<file path="config.mk">
export PLATFORM = sky130hd
export DESIGN_NAME = instr_loader_flat
export DESIGN_NICKNAME = d
export VERILOG_FILES = /design/src/rtl/instr_loader_if.sv /design/src/rtl/instr_loader.sv /design/src/flat_wrapper.sv
export SDC_FILE = /design/constraint.sdc
export NUM_CORES = 1
export LEC_CHECK = 0
export ABC_CLOCK_PERIOD_IN_PS = 3230
export BUFFER_PORTS_ARGS = -buffer_cell sky130_fd_sc_hd__buf_2
export CORE_MARGIN = 8
export CORE_UTILIZATION = 40
export CTS_BUF_LIST = sky130_fd_sc_hd__clkbuf_2 sky130_fd_sc_hd__clkbuf_4 sky130_fd_sc_hd__clkbuf_8
export CTS_CLUSTER_SIZE = 16
export DETAILED_ROUTE_END_ITERATION = 12
export SLEW_MARGIN = 10
export SYNTH_ARGS = -nofsm -noshare
export SYNTH_HDL_FRONTEND = slang
export SYNTH_SLANG_ARGS = --single-unit
</file>
<file path="constraint.sdc">
create_clock -name clk -period 3.23 [get_ports clk]
set_input_delay 0.646 -clock clk [delete_from_list [all_inputs] [get_ports clk]]
set_output_delay 0.646 -clock clk [all_outputs]
set_load 0.02 [all_outputs]
</file>
<file path="src/rtl/instr_loader_if.sv">
// Boot-path bundle between the host byte stream, the loader and the instruction memory write port.
// The master modport drives bytes and commands in; the slave modport is the loader itself.
interface instr_loader_if #(
    parameter int A_WIDTH   = 32,
    parameter int LEN_WIDTH = 13
);
    logic                 start;
    logic [LEN_WIDTH-1:0] length;
    logic [7:0]           s_data;
    logic                 s_valid;
    logic                 s_ready;
    logic                 mem_we;
    logic [A_WIDTH-1:0]   mem_addr;
    logic [31:0]          mem_wdata;
    logic [3:0]           mem_be;
    logic                 busy;
    logic                 done;
    logic                 error;

    modport master (
        output start, length, s_data, s_valid,
        input  s_ready, mem_we, mem_addr, mem_wdata, mem_be, busy, done, error
    );

    modport slave (
        input  start, length, s_data, s_valid,
        output s_ready, mem_we, mem_addr, mem_wdata, mem_be, busy, done, error
    );
endinterface

</file>
<file path="src/rtl/instr_loader.sv">
// Streams a program image byte by byte into instruction memory from BASE_ADDR upward,
// packing bytes little-endian into words and issuing one byte-enabled write per word.
module instr_loader #(
    parameter int                 A_WIDTH   = 32,
    parameter logic [A_WIDTH-1:0] BASE_ADDR = A_WIDTH'(32'hBFC00000),
    parameter int                 MEM_BYTES = 4096,
    parameter int                 LEN_WIDTH = 13
) (
    input  logic         clk,
    input  logic         rst,
    instr_loader_if.slave bus
);
    typedef enum logic [2:0] {
        IDLE,
        FILL,
        WRITE,
        DONE,
        ERR
    } state_t;

    localparam logic [LEN_WIDTH-1:0] MEM_LIMIT = LEN_WIDTH'(MEM_BYTES);

    state_t               state;
    state_t               state_next;
    logic [LEN_WIDTH-1:0] len_q;
    logic [LEN_WIDTH-1:0] cnt;
    logic [A_WIDTH-1:0]   addr_q;
    logic [31:0]          buf_q;
    logic [3:0]           be_q;
    logic                 start_ok;
    logic                 take;

    // NOTE: every signal written here gets a default first, so no path leaves one unassigned (no latch).
    always_comb begin
        state_next    = state;
        start_ok      = 1'b0;
        take          = 1'b0;
        bus.s_ready   = 1'b0;
        bus.mem_we    = 1'b0;
        bus.mem_addr  = '0;
        bus.mem_wdata = '0;
        bus.mem_be    = '0;
        bus.busy      = 1'b0;
        bus.done      = 1'b0;
        bus.error     = 1'b0;

        case (state)
            IDLE, DONE, ERR: begin
                bus.done  = (state == DONE);
                bus.error = (state == ERR);
                if (bus.start) begin
                    start_ok = 1'b1;
                    if (bus.length == '0)
                        state_next = DONE;
                    else if (bus.length > MEM_LIMIT)
                        state_next = ERR;
                    else
                        state_next = FILL;
                end
            end
            FILL: begin
                bus.s_ready = 1'b1;
                bus.busy    = 1'b1;
                take        = bus.s_valid;
                // A word is flushed when its top lane fills or the image runs out.
                if (take && ((cnt[1:0] == 2'd3) || ((cnt + LEN_WIDTH'(1)) == len_q)))
                    state_next = WRITE;
            end
            WRITE: begin
                bus.busy      = 1'b1;
                bus.mem_we    = 1'b1;
                bus.mem_addr  = addr_q;
                bus.mem_wdata = buf_q;
                bus.mem_be    = be_q;
                state_next    = (cnt == len_q) ? DONE : FILL;
            end
            default: state_next = IDLE;
        endcase
    end

    // NOTE: sequential state uses non-blocking assignments so all registers update from pre-edge values.
    always_ff @(posedge clk or posedge rst) begin
        if (rst) begin
            state  <= IDLE;
            len_q  <= '0;
            cnt    <= '0;
            addr_q <= '0;
            buf_q  <= '0;
            be_q   <= '0;
        end else begin
            state <= state_next;
            if (start_ok) begin
                len_q  <= bus.length;
                cnt    <= '0;
                addr_q <= BASE_ADDR;
                buf_q  <= '0;
                be_q   <= '0;
            end else if (take) begin
                buf_q[{cnt[1:0], 3'b000} +: 8] <= bus.s_data;
                be_q[cnt[1:0]]                 <= 1'b1;
                cnt                            <= cnt + LEN_WIDTH'(1);
            end else if (state == WRITE) begin
                addr_q <= addr_q + A_WIDTH'(4);
                buf_q  <= '0;
                be_q   <= '0;
            end
        end
    end
endmodule

</file>
<file path="src/flat_wrapper.sv">
// flat-port wrapper written by rule: the top's interface ports become plain ports
module instr_loader_flat 
#(
    parameter int                 A_WIDTH   = 32,
    parameter logic [A_WIDTH-1:0] BASE_ADDR = A_WIDTH'(32'hBFC00000),
    parameter int                 MEM_BYTES = 4096,
    parameter int                 LEN_WIDTH = 13
)
  (clk, rst, bus_start, bus_length, bus_s_data, bus_s_valid, bus_s_ready, bus_mem_we, bus_mem_addr, bus_mem_wdata, bus_mem_be, bus_busy, bus_done, bus_error);
  instr_loader_if #(.A_WIDTH(A_WIDTH), .LEN_WIDTH(LEN_WIDTH)) bus_i ();
  input  logic clk;
  input  logic rst;
  input wire logic [$bits(bus_i.start)-1:0] bus_start;
  input wire logic [$bits(bus_i.length)-1:0] bus_length;
  input wire logic [$bits(bus_i.s_data)-1:0] bus_s_data;
  input wire logic [$bits(bus_i.s_valid)-1:0] bus_s_valid;
  output wire logic [$bits(bus_i.s_ready)-1:0] bus_s_ready;
  output wire logic [$bits(bus_i.mem_we)-1:0] bus_mem_we;
  output wire logic [$bits(bus_i.mem_addr)-1:0] bus_mem_addr;
  output wire logic [$bits(bus_i.mem_wdata)-1:0] bus_mem_wdata;
  output wire logic [$bits(bus_i.mem_be)-1:0] bus_mem_be;
  output wire logic [$bits(bus_i.busy)-1:0] bus_busy;
  output wire logic [$bits(bus_i.done)-1:0] bus_done;
  output wire logic [$bits(bus_i.error)-1:0] bus_error;
  assign bus_i.start = bus_start;
  assign bus_i.length = bus_length;
  assign bus_i.s_data = bus_s_data;
  assign bus_i.s_valid = bus_s_valid;
  assign bus_s_ready = bus_i.s_ready;
  assign bus_mem_we = bus_i.mem_we;
  assign bus_mem_addr = bus_i.mem_addr;
  assign bus_mem_wdata = bus_i.mem_wdata;
  assign bus_mem_be = bus_i.mem_be;
  assign bus_busy = bus_i.busy;
  assign bus_done = bus_i.done;
  assign bus_error = bus_i.error;
  instr_loader #(.A_WIDTH(A_WIDTH), .BASE_ADDR(BASE_ADDR), .MEM_BYTES(MEM_BYTES), .LEN_WIDTH(LEN_WIDTH)) u_core (.clk(clk), .rst(rst), .bus(bus_i));
endmodule
</file>
; Word-level counts from Yosys, hierarchy flattened
; Cells that the tools add are included.
[totals]
ff_bits = 97
latchBits = 0
ram_bits = 0
romBits = 0
inputBits = 25
out_inout_bits = 73
wordCells = 68
n_memories = 0
[classes]
add_sub_neg = 3
n_mul = 0
div_mod_pow = 0
order_cmp = 3
eq_ne = 10
shifts = 2
n_mux = 31
bitwise_logic = 1
n_reduce_logical = 12
[op_table]
columns = cell, count
row1 = $mux W32, 8
row2 = $add A32 B3 Y32 const B, 1
row3 = $bwmux W32, 1
row4 = $shift A8 B7 Y32 const A, 1
row5 = $shiftx A8 B7 Y32, 1
row6 = $eq A13 B13 Y1, 2
row7 = $mux W13, 2
row8 = $mux W4, 4
row9 = $add A13 B1 Y13 const B, 1
row10 = $gt A13 B13 Y1 const B, 1
row11 = $logic_not A13 Y1, 1
row12 = $mux W3, 4
row13 = $mux W1, 9
row14 = $pmux W3 S3, 1
row15 = $neg A5 Y7, 1
row16 = $eq A3 B2 Y1 const B, 2
row17 = $ne A2 B1 Y1 const B, 2
row18 = $or A4 B4 Y4, 1
row19 = $reduce_and A2 Y1, 2
row20 = $reduce_bool A2 Y1, 2
row21 = $eq A3 B1 Y1 const B, 1
row22 = $eq A3 B3 Y1 const B, 1
row23 = $logic_not A3 Y1, 1
row24 = $lt A2 B3 Y1 const B, 1
row25 = other kinds (10), 11

; Longest topological paths before layout
; Gate-level depths: netlist (run 1).
[logic_depth]
depth_word = 7
ltp_mapped = 8
ltp_nobuf = 7

; Worst setup path before layout (run 1)
; OpenSTA, ideal clock, no wires.
[synth_timing]
path_type = register to output
from = register u_core.state[1]
to = output bus_mem_addr[27]
t_arrival_ns = 1.912
required_time_ns = 2.584
path_slack_ns = 0.672
stages_incl_launch_ff = 6
path_buffers = 3
path_cell_list = dfrtp_1 > clkbuf_1 > nor3b_1 > clkbuf_1 > clkbuf_1 > and2_1
[synth_via]
elab_chain_len = 2
[synth_rtl]
columns = item, line
row1 = from (decl), instr_loader.sv:23  ; state_t state;
row2 = from (signal assigned), instr_loader.sv:91  ; state <= state_next;
row3 = $eq A3 B2 Y1, instr_loader.sv:47  ; case (state)
row4 = $mux W32, instr_loader.sv:47
row5 = to (decl), flat_wrapper.sv:19  ; output wire logic [$bits(bus_i.mem_addr)-1:0] bus_mem_addr;
; Every way passes these cells.

; Worst setup path in the final report (run 1)
[layout_timing]
from = register u_core.cnt[0]
to = register u_core.state[0]
[layout_via]
elab_chain_len = 6
elab_cells_between_ends = 7
cone_classes = 1 x add/sub / 3 x eq/ne / 3 x reduce/logical
[layout_rtl]
columns = item, line
row1 = from (decl), instr_loader.sv:26  ; logic [LEN_WIDTH-1:0] cnt;
row2 = from (signal assigned), instr_loader.sv:101  ; cnt <= cnt + LEN_WIDTH'(1);
row3 = $add A13 B1 Y13, instr_loader.sv:66  ; if (take && ((cnt[1:0] == 2'd3) || ((cnt + LEN_WIDTH'(1)) == len_q)))
row4 = $eq A13 B13 Y1, instr_loader.sv:66
row5 = $logic_or A1 B1 Y1 (*), instr_loader.sv:66
row6 = $logic_and A1 B1 Y1 (*), instr_loader.sv:66
row7 = $ne A2 B1 Y1 (no source line) (*), n/a
row8 = $reduce_and A2 Y1 (no source line) (*), n/a
; Every way passes the cells marked *; elsewhere a longest branch is shown, timed or not.
; A chain may end at the register's enable or synchronous reset.

==> results of run 1 <==
cells by family after synthesis:
| family | Yosys count | share of synthesized area, % |
|---|---|---|
| flops | 95 | 45.9 |
| xor+xnor | 48 | 8.12 |
| mux | 2 | 0.387 |
| simple gates | 288 | 28.7 |
| buf+inv | 41 | 3.34 |
| other cells | 1 | 0.0724 |
| compound gates | 88 | 12.0 |
| fa+ha+maj | 6 | 1.45 |
layout make-up:
cell class	instances	area, um2
sequential	95	2380
inverter	10	38.8
multi-input combinational	434	2640
clock buffer	10	138
clock inverter	2	35.0
timing repair buffer	104	568
tap	172	215
fill	1249	6610
power groups by stage:
stage	sequential [mW]	clock (mW)	combinational, mW
CTS	1.59	0.787	1.42
finish	1.60	0.763	1.41
detailed placement	1.62	0	1.41
floorplan	1.50	0	1.09
global placement	1.60	0	1.40
global route	1.62	0.833	1.57
final timing paths:
check                                         end             start  depth (start not counted)
worst min-delay path              u_core.buf_q[4]               rst                          2
worst min register to register   u_core.buf_q[25]  u_core.buf_q[25]                          1
max in group asynchronous       u_core.addr_q[31]               rst                          3
worst max register to register    u_core.state[0]     u_core.cnt[0]                          7
worst max-delay path              u_core.state[0]     u_core.cnt[0]                          7
min in group clk                 u_core.len_q[10]    bus_length[10]                          3
per-stage QoR:
stage	cell area [um2]	cells	hold WS, ns	setup WS [ns]	util, %
2_1_floorplan	5180	570	0.454	0.107	-
6_report	6010	827	0.381	0.377	47.6
3_5_place_dp	5840	815	0.476	0.413	46.3
3_3_place_gp	5840	815	0.475	0.485	46.3
5_1_grt	6010	827	0.429	0.172	47.6
4_1_cts	6010	827	0.394	0.399	47.6
sequential cells by signal, indices dropped and copies added, names as in the netlist:
| signal | count |
|---|---|
| u_core.state | 3 |
| u_core.buf_q | 32 |
| u_core.len_q | 13 |
| u_core.cnt | 13 |
| u_core.be_q | 4 |
| u_core.addr_q | 30 |
worst max-delay path: stages (launching register included):
cell and delay (ns):
dfrtp_1 0.60, ha_1 0.45, nand2_2 0.18, nor3_4 0.26, xnor2_1 0.10, or4_1 0.45
or4_1 0.51, o21a_1 0.20
per-layer routing:
metal	wire length, um	GRT usage (%)
met3	800	3.55
met4	215	6.15
met2	5800	24.7
met1	6480	22.1
met5	0	0
cells in the mapped netlist, types with 3 or more instances:
cell,instances
dfrtp_1,95
nand2_1,73
and2_1,68
nor2_1,60
a22o_1,32
xnor2_1,27
clkbuf_1,21
xor2_1,21
a21oi_1,18
o21ai_0,17
nand4_1,15
nand3_1,13
nor3_1,13
inv_1,10
and3_1,8
nor4_1,8
ha_1,6
nand2b_1,5
or3_1,5
buf_4,4
o22ai_1,4
and4_1,3
buf_1,3
buf_2,3
==> results.json, run 1 <==
{
  "syn_inst": 569,
  "max_freq_mhz": 350,
  "min_period_ns": 2.85,
  "rrSetupSlack_ns": 0.38,
  "antenna_found_initial": 0,
  "ys_ff_latch": 95,
  "yosys_most_used_dff": "dfrtp_1",
  "design.die.area_um2": 16800,
  "hold_violations": 0,
  "netSwitchingPower_mw": 1.53,
  "switching_share_pct": 40.7,
  "yosysWarnings": 0,
  "cts-root-buf": "clkbuf_8",
  "maxCapViolations": 0,
  "power_density_nw_per_um2": 626,
  "numClockSinks": 95,
  "endpoint_kind": "flop",
  "hold_buffers": 0,
  "die_h_um": 130,
  "netlist_area_um2": 5180,
  "synthToLayoutAreaGrowth_pct": 16.1,
  "setup_violations": 0,
  "cts_setup_buffers": 0,
  "ios": 98,
  "min_path_type": "primary input to async pin",
  "ctsResizeCount": 0,
  "clk_pin_slew_ns": 0.09,
  "wl_mm": 13.3,
  "htreeDepth": 3,
  "post-route-period-util_pct": 88.3,
  "vias_per_cell": 5.26,
  "drive_gt1_share_pct": 19.2,
  "cts_buffers": 9,
  "clk_latency_ns": 0.37,
  "core_area_um2": 12600,
  "grt_overflow": 0,
  "port_buffers": 95,
  "p_clk_share_pct": 20.2,
  "seq_area_frac_synth_pct": 45.9,
  "grt_pass1_wl_mm": 21.7,
  "nNetsFinal": 685,
  "crit_type": "flop to flop",
  "num_vias": 4346,
  "first_global_vias": 4225,
  "grtUsageTotal_pct": 16.2,
  "final.setup_skew_ns": 0.00840,
  "rows": 41,
  "dp_hpwl_mm": 9.71,
  "slew_headroom_pct": 40.1,
  "die_w_um": 130,
  "power.total_mw": 3.77,
  "status": "completed",
  "combPwrFrac_pct": 37.3,
  "p_seq_share_pct": 42.4,
  "vdd_drop_max_mv": 0.397,
  "wl_per_cell_um": 16.1,
  "cts_tree": "built",
  "cp_max_fo": 12,
  "synth_top_cells_by_area": "dfrtp_1, and2_1, a22o_1",
  "async_flop_share_pct": 100,
  "synth_top_area_share_pct": 45.9,
  "synth.distinct_cells": 55,
  "place.gp.congestion": 0.855,
  "leakagePower_nw": 2.92,
  "internal_power_mw": 2.23,
  "grt_max_degree": 71,
  "diodes": 0,
  "ant_nets": 0,
  "start_util_pct": 41.0,
  "grt_setup_unrepaired": "no",
  "maxSlewViolCount": 0,
  "synth-edff-count": 0,
  "startpoint_type": "flop",
  "yosysTopAreaCell": "dfrtp_1",
  "arrival_ns": 3.12,
  "tightest_slew_ns": 0.893,
  "clockBufferDepth": 2,
  "synth.avg_cell_area_um2": 9.10,
  "drt_iter0_markers": 346,
  "setup_tns_ns": 0,
  "mostFrequentLayoutCells": "buf_2, dfrtp_1, nand2_1",
  "drc": 0,
  "dr.pass1.iters": 4,
  "crit_required_ns": 3.50
}
Note: power is estimated with default switching activity, not from simulation.
==> run 2: changes to the inputs <==
Settings changed: ABC_AREA set to 1, CORE_MARGIN 8 to unset, PLACE_DENSITY_LB_ADDON set to 0.2.
==> results.json, run 2 <==
{
  "status": "completed",
  "yosys_most_used_dff": "dfrtp_1",
  "cp.depth": 6,
  "endpoint_kind": "primary output",
  "dp_hpwl_mm": 10.2,
  "grt_pass1_wl_mm": 23.1,
  "final.setup_skew_ns": 0.0113,
  "cts_tree": "built",
  "crit_required_ns": 2.58,
  "synth.distinct_cells": 42,
  "die_h_um": 119,
  "mostFrequentLayoutCells": "nand2_1, inv_1, nor2_1",
  "tightest_slew_ns": 0.885,
  "post-route-period-util_pct": 82.6,
  "synth_top_family_by_area": "simple AND/OR/NAND/NOR gates",
  "cts-root-buf": "clkbuf_8",
  "min_path_type": "primary input to async pin",
  "setup_tns_ns": 0,
  "r2r.worst_path.cells": 17,
  "cp_slowest_cell": "buf_4",
  "port_buffers": 95,
  "clk_latency_ns": 0.38,
  "final_util_pct": 47.8,
  "vias_per_cell": 4.88,
  "place.gp.congestion": 0.880,
  "wl_per_cell_um": 13.4,
  "clk_pin_slew_ns": 0.10,
  "maxCapViolations": 0,
  "wl_mm": 13.6,
  "ys_ff_latch": 95,
  "synth_commonest_cells": "nand2_1, inv_1, nor2_1, dfrtp_1, nand3_1",
  "design.die.area_um2": 14100,
  "combPwrFrac_pct": 39.3,
  "synthMuxAreaShare_pct": 0,
  "synth_top_cells_by_area": "dfrtp_1, nand2_1, inv_1",
  "seq_area_frac_synth_pct": 43.5,
  "core_area_um2": 13300,
  "r2r-end": "u_core.state[0]",
  "ant_nets": 0,
  "ctsResizeCount": 0,
  "synth_adder_area_share_pct": 1.37,
  "startpoint_type": "flop",
  "drive_gt1_share_pct": 18.0,
  "p_clk_share_pct": 22.4,
  "timing.rr.start": "u_core.cnt[0]",
  "num_vias": 4954,
  "grt_max_degree": 65,
  "synth-xor-area-share_pct": 1.60,
  "min_period_ns": 2.67,
  "hold_buffers": 0,
  "synth.avg_cell_area_um2": 7.34,
  "grtUsageTotal_pct": 20.5,
  "drc": 0,
  "htreeDepth": 3,
  "synth.most_common_cell": "nand2_1",
  "hold_violations": 0,
  "grt_overflow": 0,
  "ios": 98,
  "cp_max_fo": 64,
  "largestRegisters": "u_core.buf_q (32), u_core.addr_q (30)",
  "setup_violations": 0,
  "crit_type": "flop to primary output",
  "drt_iter0_markers": 259,
  "antenna_found_initial": 0,
  "largest_register_ff_count": 32,
  "synth_top_area_share_pct": 43.5,
  "yosys.area_share.simple_pct": 30.6,
  "internal_power_mw": 2.27,
  "async_flop_share_pct": 100,
  "path_cells": "inv_1 -> nor3_2 -> inv_2 -> buf_4 -> nor2_1 -> buf_2",
  "vdd_drop_max_mv": 0.483,
  "first_global_vias": 4698,
  "grt_setup_unrepaired": "no",
  "arrival_ns": 2.02,
  "dr.pass1.iters": 5,
  "start_util_pct": 41.1,
  "critPathTopFamily": "buffers and inverters",
  "synth-compound-area-share_pct": 11.9,
  "cts_setup_buffers": 0,
  "synthToLayoutAreaGrowth_pct": 16.1,
  "cts_buffers": 9,
  "clockBufferDepth": 2,
  "cpPeakStageDelay_ns": 0.52,
  "synth-edff-count": 0,
  "yosysTopAreaCell": "dfrtp_1",
  "rows": 42,
  "registers.top_by_ff_count": "u_core.buf_q",
  "maxSlewViolCount": 0,
  "nNetsFinal": 866,
  "leakagePower_nw": 3.19,
  "crit_path_start": "u_core.state[1]",
  "rrSetupSlack_ns": 0.86,
  "diodes": 0,
  "die_w_um": 119,
  "syn_inst": 745,
  "path_buf_inv": 4,
  "numClockSinks": 95,
  "max_freq_mhz": 375,
  "final_common_cell": "nand2_1",
  "p_seq_share_pct": 38.2,
  "yosysWarnings": 0,
  "slew_headroom_pct": 41.0,
  "netlist_area_um2": 5470,
  "netSwitchingPower_mw": 1.73,
  "power_density_nw_per_um2": 631,
  "switching_share_pct": 43.2
}
-- run 2: changes by cell type in the layout (fill, tap and decap cells not counted), sizes merged, moves of 6 or more --
cell	change
inv	+123
nand2	+78
and2	-68
nor2	+61
nand3	+35
a22o	-32
o21ai	+28
xnor2	-25
xor2	-13
nor3	+9
a21oi	+8
and3	-7
a31oi	+6
-- run 2: stage by stage --
step / worst slack [ns] / hold slack (ns) / power [mW] / instances / instance area [um2]
after global placement: 0.921 / 0.458 / 3.13 / 1000 / 6120
final: 0.562 / 0.351 / 4.00 / 1016 / 6350
after detailed placement: 0.869 / 0.463 / 3.15 / 1000 / 6120
after floorplan: 0.107 / 0.442 / 2.68 / 746 / 5470
after global routing: 0.359 / 0.396 / 4.32 / 1016 / 6350
after CTS: 0.523 / 0.359 / 4.06 / 1016 / 6350
-- run 2: how the worst max path moves through the flow --
stage	to	slack, ns
2_1_floorplan	u_core.addr_q[10]	0.11
3_3_place_gp	u_core.state[0]	0.92
3_5_place_dp	u_core.state[0]	0.87
4_1_cts	bus_mem_addr[3]	0.52
5_1_grt	bus_mem_addr[3]	0.36
6_report	bus_mem_wdata[24]	0.56
-- run 2: cell type report --
type / count / area (um2)
tap: 176 / 220
timing repair buffer: 100 / 526
multi-input combinational: 496 / 2490
clock inverter: 6 / 93.8
inverter: 133 / 503
clock buffer: 10 / 138
sequential: 95 / 2380
fill: 1366 / 6940
-- run 2: power by group through the flow --
stage	clock, mW	combinational (mW)	sequential (mW)
floorplan	0	1.19	1.50
global placement	0	1.58	1.55
detailed placement	0	1.59	1.55
CTS	0.929	1.60	1.53
global route	0.972	1.80	1.56
finish	0.898	1.57	1.53
-- run 2: cells by family (layout without fill, tap and decap cells) --
family / after synthesis / after routing
adders and majority gates: 6 / 6
buffers and inverters: 155 / 249
xor gates and xnor gates: 10 / 10
DFF: 95 / 95
and+or+nand+nor: 369 / 369
AOI/OAI and AO/OA: 109 / 109
other: 1 / 2
-- run 2: metal layers --
metal / global-route usage, % / part of all wire, %
met5: 0 / 0
met4: 4.75 / 0.79
met3: 4.65 / 3.9
met2: 34.0 / 47
met1: 27.3 / 49
-- run 2: worst reg2reg max path, stage by stage, from the launching register on --
cell	delay [ns]
dfrtp_1	0.66
inv_2	0.16
ha_1	0.42
inv_1	0.10
nand2_1	0.07
nand2_1	0.05
nor2_1	0.08
nand3_1	0.07
nor2_1	0.09
nand3_1	0.09
nor2_1	0.09
nand3_1	0.07
nand2_1	0.06
nand2_1	0.05
nand2_1	0.09
nand2_1	0.05
nand2_1	0.05
nand2_1	0.05
==> run 3: changes to the inputs <==
Settings changed: ABC_CLOCK_PERIOD_IN_PS 3230 to 2550.
Clock period 3.23 ns to 2.55 ns, I/O delays scaled along.
==> results.json, run 3 (same netlist as run 2, synthesis figures left out) <==
{
  "synthToLayoutAreaGrowth_pct": 16.4,
  "p_clk_share_pct": 20.6,
  "grt_overflow": 0,
  "hold_buffers": 0,
  "vias_per_cell": 4.87,
  "setup_violations": 0,
  "cts-root-buf": "clkbuf_8",
  "wl_mm": 13.9,
  "die_w_um": 119,
  "cpPeakStageDelay_ns": 0.48,
  "slew_headroom_pct": 39.5,
  "final_util_pct": 47.9,
  "ant_nets": 0,
  "path_cells": "nor3_4 -> inv_2 -> buf_4 -> nor2_1 -> buf_2",
  "final_cells": 1021,
  "grt_max_degree": 52,
  "ctsResizeCount": 0,
  "rows": 42,
  "dp_hpwl_mm": 10.4,
  "endpoint_kind": "primary output",
  "cts_setup_buffers": 0,
  "cts_buffers": 9,
  "tightest_slew_ns": 0.906,
  "crit_required_ns": 2.04,
  "numClockSinks": 95,
  "arrival_ns": 1.88,
  "final.setup_skew_ns": 0.0127,
  "die_h_um": 119,
  "design.die.area_um2": 14100,
  "internal_power_mw": 2.82,
  "start_util_pct": 41.1,
  "combPwrFrac_pct": 41.3,
  "power_density_nw_per_um2": 790,
  "port_buffers": 95,
  "ios": 98,
  "registers.top_by_ff_count": "u_core.buf_q",
  "whs_ns": 0.124,
  "maxSlewViolCount": 0,
  "wl_per_cell_um": 13.6,
  "num_vias": 4976,
  "leakagePower_nw": 3.19,
  "switching_share_pct": 44.1,
  "netSwitchingPower_mw": 2.22,
  "max_freq_mhz": 419,
  "cp_slowest_cell": "dfrtp_1",
  "min_path_type": "primary input to async pin",
  "place.gp.congestion": 0.839,
  "drc": 0,
  "grt_setup_unrepaired": "no",
  "largest_register_ff_count": 32,
  "status": "completed",
  "mostFrequentLayoutCells": "nand2_1, inv_1, nor2_1",
  "dr.pass1.iters": 6,
  "p_seq_share_pct": 38.2,
  "largestRegisters": "u_core.buf_q (32), u_core.addr_q (30)",
  "htreeDepth": 3,
  "core_area_um2": 13300,
  "post-route-period-util_pct": 93.6,
  "critPathTopFamily": "buffers and inverters",
  "antenna_found_initial": 0,
  "power.total_mw": 5.03,
  "diodes": 0,
  "clk_pin_slew_ns": 0.10,
  "startpoint_type": "flop",
  "grt_pass1_wl_mm": 23.1,
  "dp_cells": 1005,
  "min_period_ns": 2.39,
  "clockBufferDepth": 2,
  "drive_gt1_share_pct": 18.5,
  "first_global_vias": 4638,
  "grtUsageTotal_pct": 20.7,
  "clk_latency_ns": 0.38,
  "vdd_drop_max_mv": 0.383,
  "crit_type": "flop to primary output",
  "cp_max_fo": 51,
  "maxCapViolations": 0,
  "drt_iter0_markers": 349,
  "nNetsFinal": 871,
  "cts_tree": "built",
  "path_buf_inv": 3,
  "hold_violations": 0,
  "setup_tns_ns": 0,
  "final_common_cell": "nand2_1"
}
## run 3: worst paths after layout
check	from	endpoint	slack, ns	depth (start not counted)
hold reg to reg	u_core.addr_q[31]	u_core.addr_q[31]	0.47	1
setup reg to reg	u_core.state[2]	u_core.buf_q[16]	0.30	10
min in group clk	bus_length[5]	u_core.len_q[5]	0.34	3
hold / removal	rst	u_core.buf_q[6]	0.12	2
max in group asynchronous	rst	u_core.cnt[10]	1.58	3
setup / recovery	u_core.state[0]	bus_mem_addr[3]	0.16	5
## run 3: layout make-up
class	count	area (um2)
Multi-Input combinational cell	496	2500
Clock inverter	5	57.6
Clock buffer	11	145
Fill cell	1408	6930
Timing Repair Buffer	105	563
Sequential cell	95	2380
Tap cell	176	220
Inverter	133	505
## run 3: power by group through the flow
| stage | Clock, mW | Sequential (mW) | Combinational [mW] |
|---|---|---|---|
| 2_1_floorplan | 0 | 1.90 | 1.50 |
| 3_3_place_gp | 0 | 1.94 | 2.07 |
| 3_5_place_dp | 0 | 1.95 | 2.09 |
| 4_1_cts | 1.08 | 1.92 | 2.10 |
| 5_1_grt | 1.11 | 1.95 | 2.36 |
| 6_report | 1.04 | 1.92 | 2.08 |
## run 3: metrics by stage
step / cell area (um2) / setup WS (ns)
floorplan: 5480 / 0.297
CTS: 6360 / 0.0840
global route: 6370 / 0.00684
global placement: 6160 / 0.373
detailed placement: 6160 / 0.337
finish: 6370 / 0.164
## run 3: per-layer routing
metal	up-vias	track usage (%)	wire length (um)
li1	2561	-	-
met1	2287	29.4	6880
met2	115	32.3	6250
met3	13	3.64	528
met4	0	5.85	208
met5	-	0	0
## run 3: worst reg2reg max path: stages, from the launching register on
cell	delay [ns]
dfrtp_1	0.44
inv_1	0.13
nand2_2	0.09
nor2_2	0.19
inv_1	0.13
nor2_4	0.26
buf_4	0.28
nand2_1	0.10
nand2_1	0.24
nor2_1	0.07
a31o_2	0.21
